<file path="src/rtl/serial_host_ctrl_if.sv">
// Bundles the serial peripheral bus and the two byte streams of serial_host_ctrl.
// The master side is the controller; the slave side is the peripheral plus the stream partners.
interface serial_host_ctrl_if;
   // peripheral register port
   logic [1:0] s_addr;
   logic       s_en;
   logic       s_wren;
   logic       s_ren;
   logic [7:0] s_wdata;
   logic [7:0] s_rdata;
   // transmit stream (producer -> controller)
   logic [7:0] tx_data;
   logic       tx_valid;
   logic       tx_ready;
   // receive stream (controller -> consumer)
   logic [7:0] rx_data;
   logic       rx_valid;
   logic       rx_ready;
   // status / control
   logic       clear_flags;
   logic [1:0] ovf_flags;
   logic       init_done;

   modport master (
      output s_addr, s_en, s_wren, s_ren, s_wdata,
      input  s_rdata,
      input  tx_data, tx_valid,
      output tx_ready,
      output rx_data, rx_valid,
      input  rx_ready,
      input  clear_flags,
      output ovf_flags, init_done
   );

   modport slave (
      input  s_addr, s_en, s_wren, s_ren, s_wdata,
      output s_rdata,
      output tx_data, tx_valid,
      input  tx_ready,
      input  rx_data, rx_valid,
      output rx_ready,
      output clear_flags,
      input  ovf_flags, init_done
   );
endinterface

</file>
<file path="src/rtl/serial_host_ctrl.sv">
// Bus initiator for the 4-register RS-232 peripheral (data=0, status=1, div_l=2, div_h=3).
// Programs the baud divider once, then polls status and moves bytes between the
// peripheral and the tx/rx byte streams. All bus outputs are registered, so an
// access decided in a state becomes visible on the bus in the following cycle.
module serial_host_ctrl #(
   parameter logic [15:0] CLK_DIV      = 16'h0364,
   parameter int          READ_LATENCY = 2
) (
   input logic                 clk,
   input logic                 reset,
   serial_host_ctrl_if.master  bus
);

   localparam int                CNT_W    = (READ_LATENCY > 2) ? $clog2(READ_LATENCY) : 1;
   localparam logic [CNT_W-1:0]  CNT_LAST = CNT_W'(READ_LATENCY - 1);

   localparam logic [1:0] A_DATA   = 2'd0;
   localparam logic [1:0] A_STATUS = 2'd1;
   localparam logic [1:0] A_DIV_L  = 2'd2;
   localparam logic [1:0] A_DIV_H  = 2'd3;

   typedef enum logic [2:0] {
      INIT_L, INIT_H, POLL, P_WAIT, DECIDE, RX_RD, R_WAIT, TX_WR
   } state_t;

   state_t           state_reg,     state_next;
   logic [CNT_W-1:0] cnt_reg,       cnt_next;
   logic [1:0]       stat_reg,      stat_next;      // {rx_ready, tx_ready} from last status read
   logic             last_rx_reg,   last_rx_next;   // 1: RX served last, 0: TX served last
   logic [7:0]       rx_data_reg,   rx_data_next;
   logic             rx_valid_reg,  rx_valid_next;
   logic [1:0]       ovf_reg,       ovf_next;
   logic             init_done_reg, init_done_next;
   logic [1:0]       s_addr_reg,    s_addr_next;
   logic             s_en_reg,      s_en_next;
   logic             s_wren_reg,    s_wren_next;
   logic             s_ren_reg,     s_ren_next;
   logic [7:0]       s_wdata_reg,   s_wdata_next;
   logic             tx_ready_reg,  tx_ready_next;

   logic rx_empty;
   logic rx_cand;
   logic tx_cand;

   // State and all registered outputs; async reset drops any buffered byte or in-flight access.
   always_ff @(posedge clk or posedge reset) begin
      if (reset) begin
         state_reg     <= INIT_L;
         cnt_reg       <= '0;
         stat_reg      <= 2'b00;
         last_rx_reg   <= 1'b0;
         rx_data_reg   <= 8'h00;
         rx_valid_reg  <= 1'b0;
         ovf_reg       <= 2'b00;
         init_done_reg <= 1'b0;
         s_addr_reg    <= 2'b01;
         s_en_reg      <= 1'b0;
         s_wren_reg    <= 1'b0;
         s_ren_reg     <= 1'b0;
         s_wdata_reg   <= 8'h00;
         tx_ready_reg  <= 1'b0;
      end else begin
         state_reg     <= state_next;
         cnt_reg       <= cnt_next;
         stat_reg      <= stat_next;
         last_rx_reg   <= last_rx_next;
         rx_data_reg   <= rx_data_next;
         rx_valid_reg  <= rx_valid_next;
         ovf_reg       <= ovf_next;
         init_done_reg <= init_done_next;
         s_addr_reg    <= s_addr_next;
         s_en_reg      <= s_en_next;
         s_wren_reg    <= s_wren_next;
         s_ren_reg     <= s_ren_next;
         s_wdata_reg   <= s_wdata_next;
         tx_ready_reg  <= tx_ready_next;
      end
   end

   // Next-state and next-output logic; strobes default low, address/data hold between accesses.
   always_comb begin
      state_next     = state_reg;
      cnt_next       = cnt_reg;
      stat_next      = stat_reg;
      last_rx_next   = last_rx_reg;
      rx_data_next   = rx_data_reg;
      rx_valid_next  = rx_valid_reg;
      ovf_next       = ovf_reg;
      init_done_next = init_done_reg;
      s_addr_next    = s_addr_reg;
      s_en_next      = 1'b0;
      s_wren_next    = 1'b0;
      s_ren_next     = 1'b0;
      s_wdata_next   = s_wdata_reg;
      tx_ready_next  = 1'b0;

      // a same-cycle consumer handshake frees the buffer for this DECIDE
      rx_empty = !rx_valid_reg || bus.rx_ready;
      rx_cand  = stat_reg[1] && rx_empty;
      tx_cand  = stat_reg[0] && bus.tx_valid;

      if (rx_valid_reg && bus.rx_ready) begin
         rx_valid_next = 1'b0;
      end

      // clear first so that a status capture below overrides it
      if (bus.clear_flags) begin
         ovf_next = 2'b00;
      end

      case (state_reg)
         INIT_L: begin
            s_en_next    = 1'b1;
            s_wren_next  = 1'b1;
            s_addr_next  = A_DIV_L;
            s_wdata_next = CLK_DIV[7:0];
            state_next   = INIT_H;
         end
         INIT_H: begin
            s_en_next    = 1'b1;
            s_wren_next  = 1'b1;
            s_addr_next  = A_DIV_H;
            s_wdata_next = CLK_DIV[15:8];
            state_next   = POLL;
         end
         POLL: begin
            init_done_next = 1'b1;
            s_en_next      = 1'b1;
            s_ren_next     = 1'b1;
            s_addr_next    = A_STATUS;
            cnt_next       = '0;
            state_next     = P_WAIT;
         end
         P_WAIT: begin
            if (cnt_reg == CNT_LAST) begin
               stat_next  = bus.s_rdata[3:2];
               ovf_next   = ovf_next | bus.s_rdata[1:0];
               state_next = DECIDE;
            end else begin
               cnt_next = cnt_reg + 1'b1;
            end
         end
         DECIDE: begin
            if (rx_cand && tx_cand) begin
               state_next = last_rx_reg ? TX_WR : RX_RD;
            end else if (rx_cand) begin
               state_next = RX_RD;
            end else if (tx_cand) begin
               state_next = TX_WR;
            end else begin
               state_next = POLL;
            end
         end
         RX_RD: begin
            s_en_next   = 1'b1;
            s_ren_next  = 1'b1;
            s_addr_next = A_DATA;
            cnt_next    = '0;
            state_next  = R_WAIT;
         end
         R_WAIT: begin
            if (cnt_reg == CNT_LAST) begin
               rx_data_next  = bus.s_rdata;
               rx_valid_next = 1'b1;
               last_rx_next  = 1'b1;
               state_next    = POLL;
            end else begin
               cnt_next = cnt_reg + 1'b1;
            end
         end
         TX_WR: begin
            // producer may have withdrawn the byte since DECIDE
            if (bus.tx_valid) begin
               s_en_next     = 1'b1;
               s_wren_next   = 1'b1;
               s_addr_next   = A_DATA;
               s_wdata_next  = bus.tx_data;
               tx_ready_next = 1'b1;
               last_rx_next  = 1'b0;
            end
            state_next = POLL;
         end
         default: begin
            state_next = INIT_L;
         end
      endcase
   end

   assign bus.s_addr    = s_addr_reg;
   assign bus.s_en      = s_en_reg;
   assign bus.s_wren    = s_wren_reg;
   assign bus.s_ren     = s_ren_reg;
   assign bus.s_wdata   = s_wdata_reg;
   assign bus.tx_ready  = tx_ready_reg;
   assign bus.rx_data   = rx_data_reg;
   assign bus.rx_valid  = rx_valid_reg;
   assign bus.ovf_flags = ovf_reg;
   assign bus.init_done = init_done_reg;

endmodule

</file>
<file path="src/flat_wrapper.sv">
// flat-port wrapper written by rule: the top's interface ports become plain ports
module serial_host_ctrl_flat 
#(
   parameter logic [15:0] CLK_DIV      = 16'h0364,
   parameter int          READ_LATENCY = 2
)
  (clk, reset, bus_s_addr, bus_s_en, bus_s_wren, bus_s_ren, bus_s_wdata, bus_s_rdata, bus_tx_data, bus_tx_valid, bus_tx_ready, bus_rx_data, bus_rx_valid, bus_rx_ready, bus_clear_flags, bus_ovf_flags, bus_init_done);
  serial_host_ctrl_if bus_i ();
  input logic clk;
  input logic reset;
  output wire logic [$bits(bus_i.s_addr)-1:0] bus_s_addr;
  output wire logic [$bits(bus_i.s_en)-1:0] bus_s_en;
  output wire logic [$bits(bus_i.s_wren)-1:0] bus_s_wren;
  output wire logic [$bits(bus_i.s_ren)-1:0] bus_s_ren;
  output wire logic [$bits(bus_i.s_wdata)-1:0] bus_s_wdata;
  input wire logic [$bits(bus_i.s_rdata)-1:0] bus_s_rdata;
  input wire logic [$bits(bus_i.tx_data)-1:0] bus_tx_data;
  input wire logic [$bits(bus_i.tx_valid)-1:0] bus_tx_valid;
  output wire logic [$bits(bus_i.tx_ready)-1:0] bus_tx_ready;
  output wire logic [$bits(bus_i.rx_data)-1:0] bus_rx_data;
  output wire logic [$bits(bus_i.rx_valid)-1:0] bus_rx_valid;
  input wire logic [$bits(bus_i.rx_ready)-1:0] bus_rx_ready;
  input wire logic [$bits(bus_i.clear_flags)-1:0] bus_clear_flags;
  output wire logic [$bits(bus_i.ovf_flags)-1:0] bus_ovf_flags;
  output wire logic [$bits(bus_i.init_done)-1:0] bus_init_done;
  assign bus_s_addr = bus_i.s_addr;
  assign bus_s_en = bus_i.s_en;
  assign bus_s_wren = bus_i.s_wren;
  assign bus_s_ren = bus_i.s_ren;
  assign bus_s_wdata = bus_i.s_wdata;
  assign bus_i.s_rdata = bus_s_rdata;
  assign bus_i.tx_data = bus_tx_data;
  assign bus_i.tx_valid = bus_tx_valid;
  assign bus_tx_ready = bus_i.tx_ready;
  assign bus_rx_data = bus_i.rx_data;
  assign bus_rx_valid = bus_i.rx_valid;
  assign bus_i.rx_ready = bus_rx_ready;
  assign bus_i.clear_flags = bus_clear_flags;
  assign bus_ovf_flags = bus_i.ovf_flags;
  assign bus_init_done = bus_i.init_done;
  serial_host_ctrl #(.CLK_DIV(CLK_DIV), .READ_LATENCY(READ_LATENCY)) u_core (.clk(clk), .reset(reset), .bus(bus_i));
endmodule
</file>
<file path="config.mk">
export PLATFORM = sky130hd
export DESIGN_NAME = serial_host_ctrl_flat
export DESIGN_NICKNAME = d
export VERILOG_FILES = /design/src/rtl/serial_host_ctrl_if.sv /design/src/rtl/serial_host_ctrl.sv /design/src/flat_wrapper.sv
export SDC_FILE = /design/constraint.sdc
export NUM_CORES = 1
export LEC_CHECK = 0
export ABC_CLOCK_PERIOD_IN_PS = 2750
export BUFFER_PORTS_ARGS = -buffer_cell sky130_fd_sc_hd__buf_2
export CAP_MARGIN = 5
export CORE_MARGIN = 5
export CORE_UTILIZATION = 54
export DETAILED_ROUTE_END_ITERATION = 10
export PLACE_DENSITY = 0.88
export SLEW_MARGIN = 20
export SYNTH_ARGS = -nofsm -noshare
export SYNTH_HDL_FRONTEND = slang
export SYNTH_SLANG_ARGS = --single-unit
</file>
<file path="constraint.sdc">
create_clock -name clk -period 2.75 [get_ports clk]
set_input_delay 0.55 -clock clk [delete_from_list [all_inputs] [get_ports clk]]
set_output_delay 0.55 -clock clk [all_outputs]
set_load 0.02 [all_outputs]
</file>
==> out/results.ini <==
[status]
outcome=finished, final reports clean

[place]
dpl_worst_slack_ns=0.965
port_buffers=46
placed_cells=204
globalplace.congestion=0.865
dp_hpwl_mm=2.33

[floorplan]
die_h_um=63.9
ios=47
core.rowCount=19
die_w_um=63.9
dieArea_um2=4080
core-area_um2=2780
start_util_pct=56.4

[synthesis]
avgSynthCellArea_um2=11.4
ys_types=40
syn-num-nets=158
synthCells=137
ys_seq_area_share_pct=52.8
yosys_warnings=0
synth-seq-cells=33
syn_area_um2=1570

[timing]
relSlewSlack_pct=41.4
fin_crit_ns=1.81
hold_viol=0
worstMarginPinSlew_ns=0.879
setup_viol=0
tns_ns=0
layout_setup_ws_ns=0.940
slew_viol_final=0
worst_hold_slack_ns=0.322
skew_ns=0.0123
fin_crit_sh_pct=65.8
fmax_mhz=552
rsz0062_at_grt=no

[route]
drc=0
ant_nets=0
wl_per_cell_um=15.2
drt_iter0_drc=86
vias_per_cell=5.82
wirelength_mm=3.22
vias=1234
drtPass1Iterations=5

[power]
p_leak_nw=0.933
vdd_drop_max_mv=0.856
p_total_mw=2.34
cellPowerDensity_nw_per_um2=1280

[finish]
antennaDiodeCount=0
fin_nets=201
finalNonFillerCells=212
syn_to_final_growth_pct=16.4
final.fill_count=210
drive_gt1_share_pct=39.2

[grt]
grt_overflow=0
grt_pass1_wl_mm=5.73
track_usage_pct=17.5
grt_pass1_vias=1270
grt_start_max_net_pins=29
antenna_found_initial=0

[clocking]
cts_tree=yes
cts_resized=0
htreeDepth=2
clock-sinks=33
cts_hold_buffers=0
clock_latency_ns=0.34
postCtsSetupBuffers=0
root_buffer=clkbuf_4
cts.path.max_buffers=2
cts_inserted_buffers=5
clk_pin_slew_worst_paths_ns=0.11

[setup_path]
worstPathArrival_ns=2.06
r2r_end=u_core.bus.s_wdata[6]
endpoint_kind=flop
critPathKind=flop to flop
rrSetupSlack_ns=0.94
critPathLaunchType=flop
critPathRequiredTime_ns=3.00
crit_start=u_core.state_reg[2]
reg2reg_depth=3
cp-endpoint=u_core.bus.s_wdata[6]
r2r_start=u_core.state_reg[2]
cp_max_fo=28

[flow_run]
max_cap_viol_count=0

[worst_hold_path]
hp-class=input pin to asynchronous set/reset pin

-- worst min path at each step --
stage	end	slack, ns	depth (start not counted)
floorplan	u_core.last_rx_reg	0.45	2
global placement	u_core.bus.init_done	0.44	1
detailed placement	u_core.bus.init_done	0.45	1
CTS	u_core.state_reg[1]	0.33	2
global route	u_core.bus.s_en	0.38	2
finish	u_core.state_reg[1]	0.32	2
-- layout by cell type (no fill, tap or decap), drive strengths merged, types with 3 or more instances in the layout --
cell type,instances
a32oi,5
buf,47
clkbuf,7
dfrtp,32
inv,7
mux2,10
nand2,13
nand3,10
nor2,9
nor2b,3
o211ai,3
o21ai,6
-- cell families (layout without fill, tap and decap cells) --
| logic type | count (synthesis) | in the layout | share of synthesized area, % |
|---|---|---|---|
| flip-flops | 33 | 33 | 52.8 |
| buffers and inverters | 18 | 62 | 7.34 |
| multiplexers | 10 | 10 | 9.58 |
| AO/OA/AOI/OAI | 30 | 30 | 14.5 |
| XOR/XNOR | 1 | 1 | 0.559 |
| AND/OR/NAND/NOR | 45 | 45 | 15.2 |
-- cell type report --
class                   count  area (um^2)  area share (%)
flip-flops and latches     33          827            45.3
multi-input cells          86          626            34.3
repair buffers             47          238            13.0
clock buffers               7         65.1            3.56
well taps                  31         38.8            2.12
inverters                   7         26.3            1.44
clock inverters             1         5.00           0.274
-- report_power, final --
part | internal, mW | switching [mW] | total, mW
logic | 0.472 | 0.558 | 1.03
clock network | 0.148 | 0.163 | 0.311
registers | 0.713 | 0.281 | 0.995
-- critical path: stages, from the launching register on --
cell	delay, ns
dfrtp_1	0.93
nor2b_1	0.55
a32oi_1	0.10
o211ai_1	0.14
-- stage by stage --
| step | util [%] | cell area [um^2] |
|---|---|---|
| after global placement | 63.1 | 1760 |
| final | 65.6 | 1830 |
| after detailed placement | 63.1 | 1760 |
| after global routing | 65.6 | 1830 |
| after CTS | 65.6 | 1830 |
| after floorplan | - | 1570 |
-- Yosys cell counts, drive strengths merged --
library cell,instances,share of area [%]
and4b,1,0.64
a221o,1,0.64
a21bo,1,0.64
a32oi,5,2.8
buf,10,5.4
nor3,1,0.32
dfstp,1,1.7
clkbuf,1,0.24
a21boi,1,0.48
nor3b,2,0.96
xnor2,1,0.56
nand2,13,3.1
o31ai,1,0.48
or2,2,0.80
a22oi,1,0.48
a21oi,2,0.64
a311oi,1,0.56
nand4,2,0.80
mux2,10,9.6
a221oi,2,1.5
nor2,9,2.2
nand3,10,4.0
a211oi,2,0.96
and3,1,0.40
o211ai,3,1.4
inv,7,1.7
o21ai,6,2.2
nand2b,1,0.40
a21o,2,0.96
dfrtp,32,51
o22ai,2,0.80
nor2b,3,1.7
-- layer usage --
layer / global-route usage, % / share of wire (%) / up-vias
met5: 0 / 0 / -
met4: 7.01 / 1.5 / 0
met3: 7.71 / 12 / 8
met2: 26.6 / 45 / 68
met1: 21.8 / 41 / 585
li1: - / - / 573
Note: power is estimated with default switching activity, not from simulation.
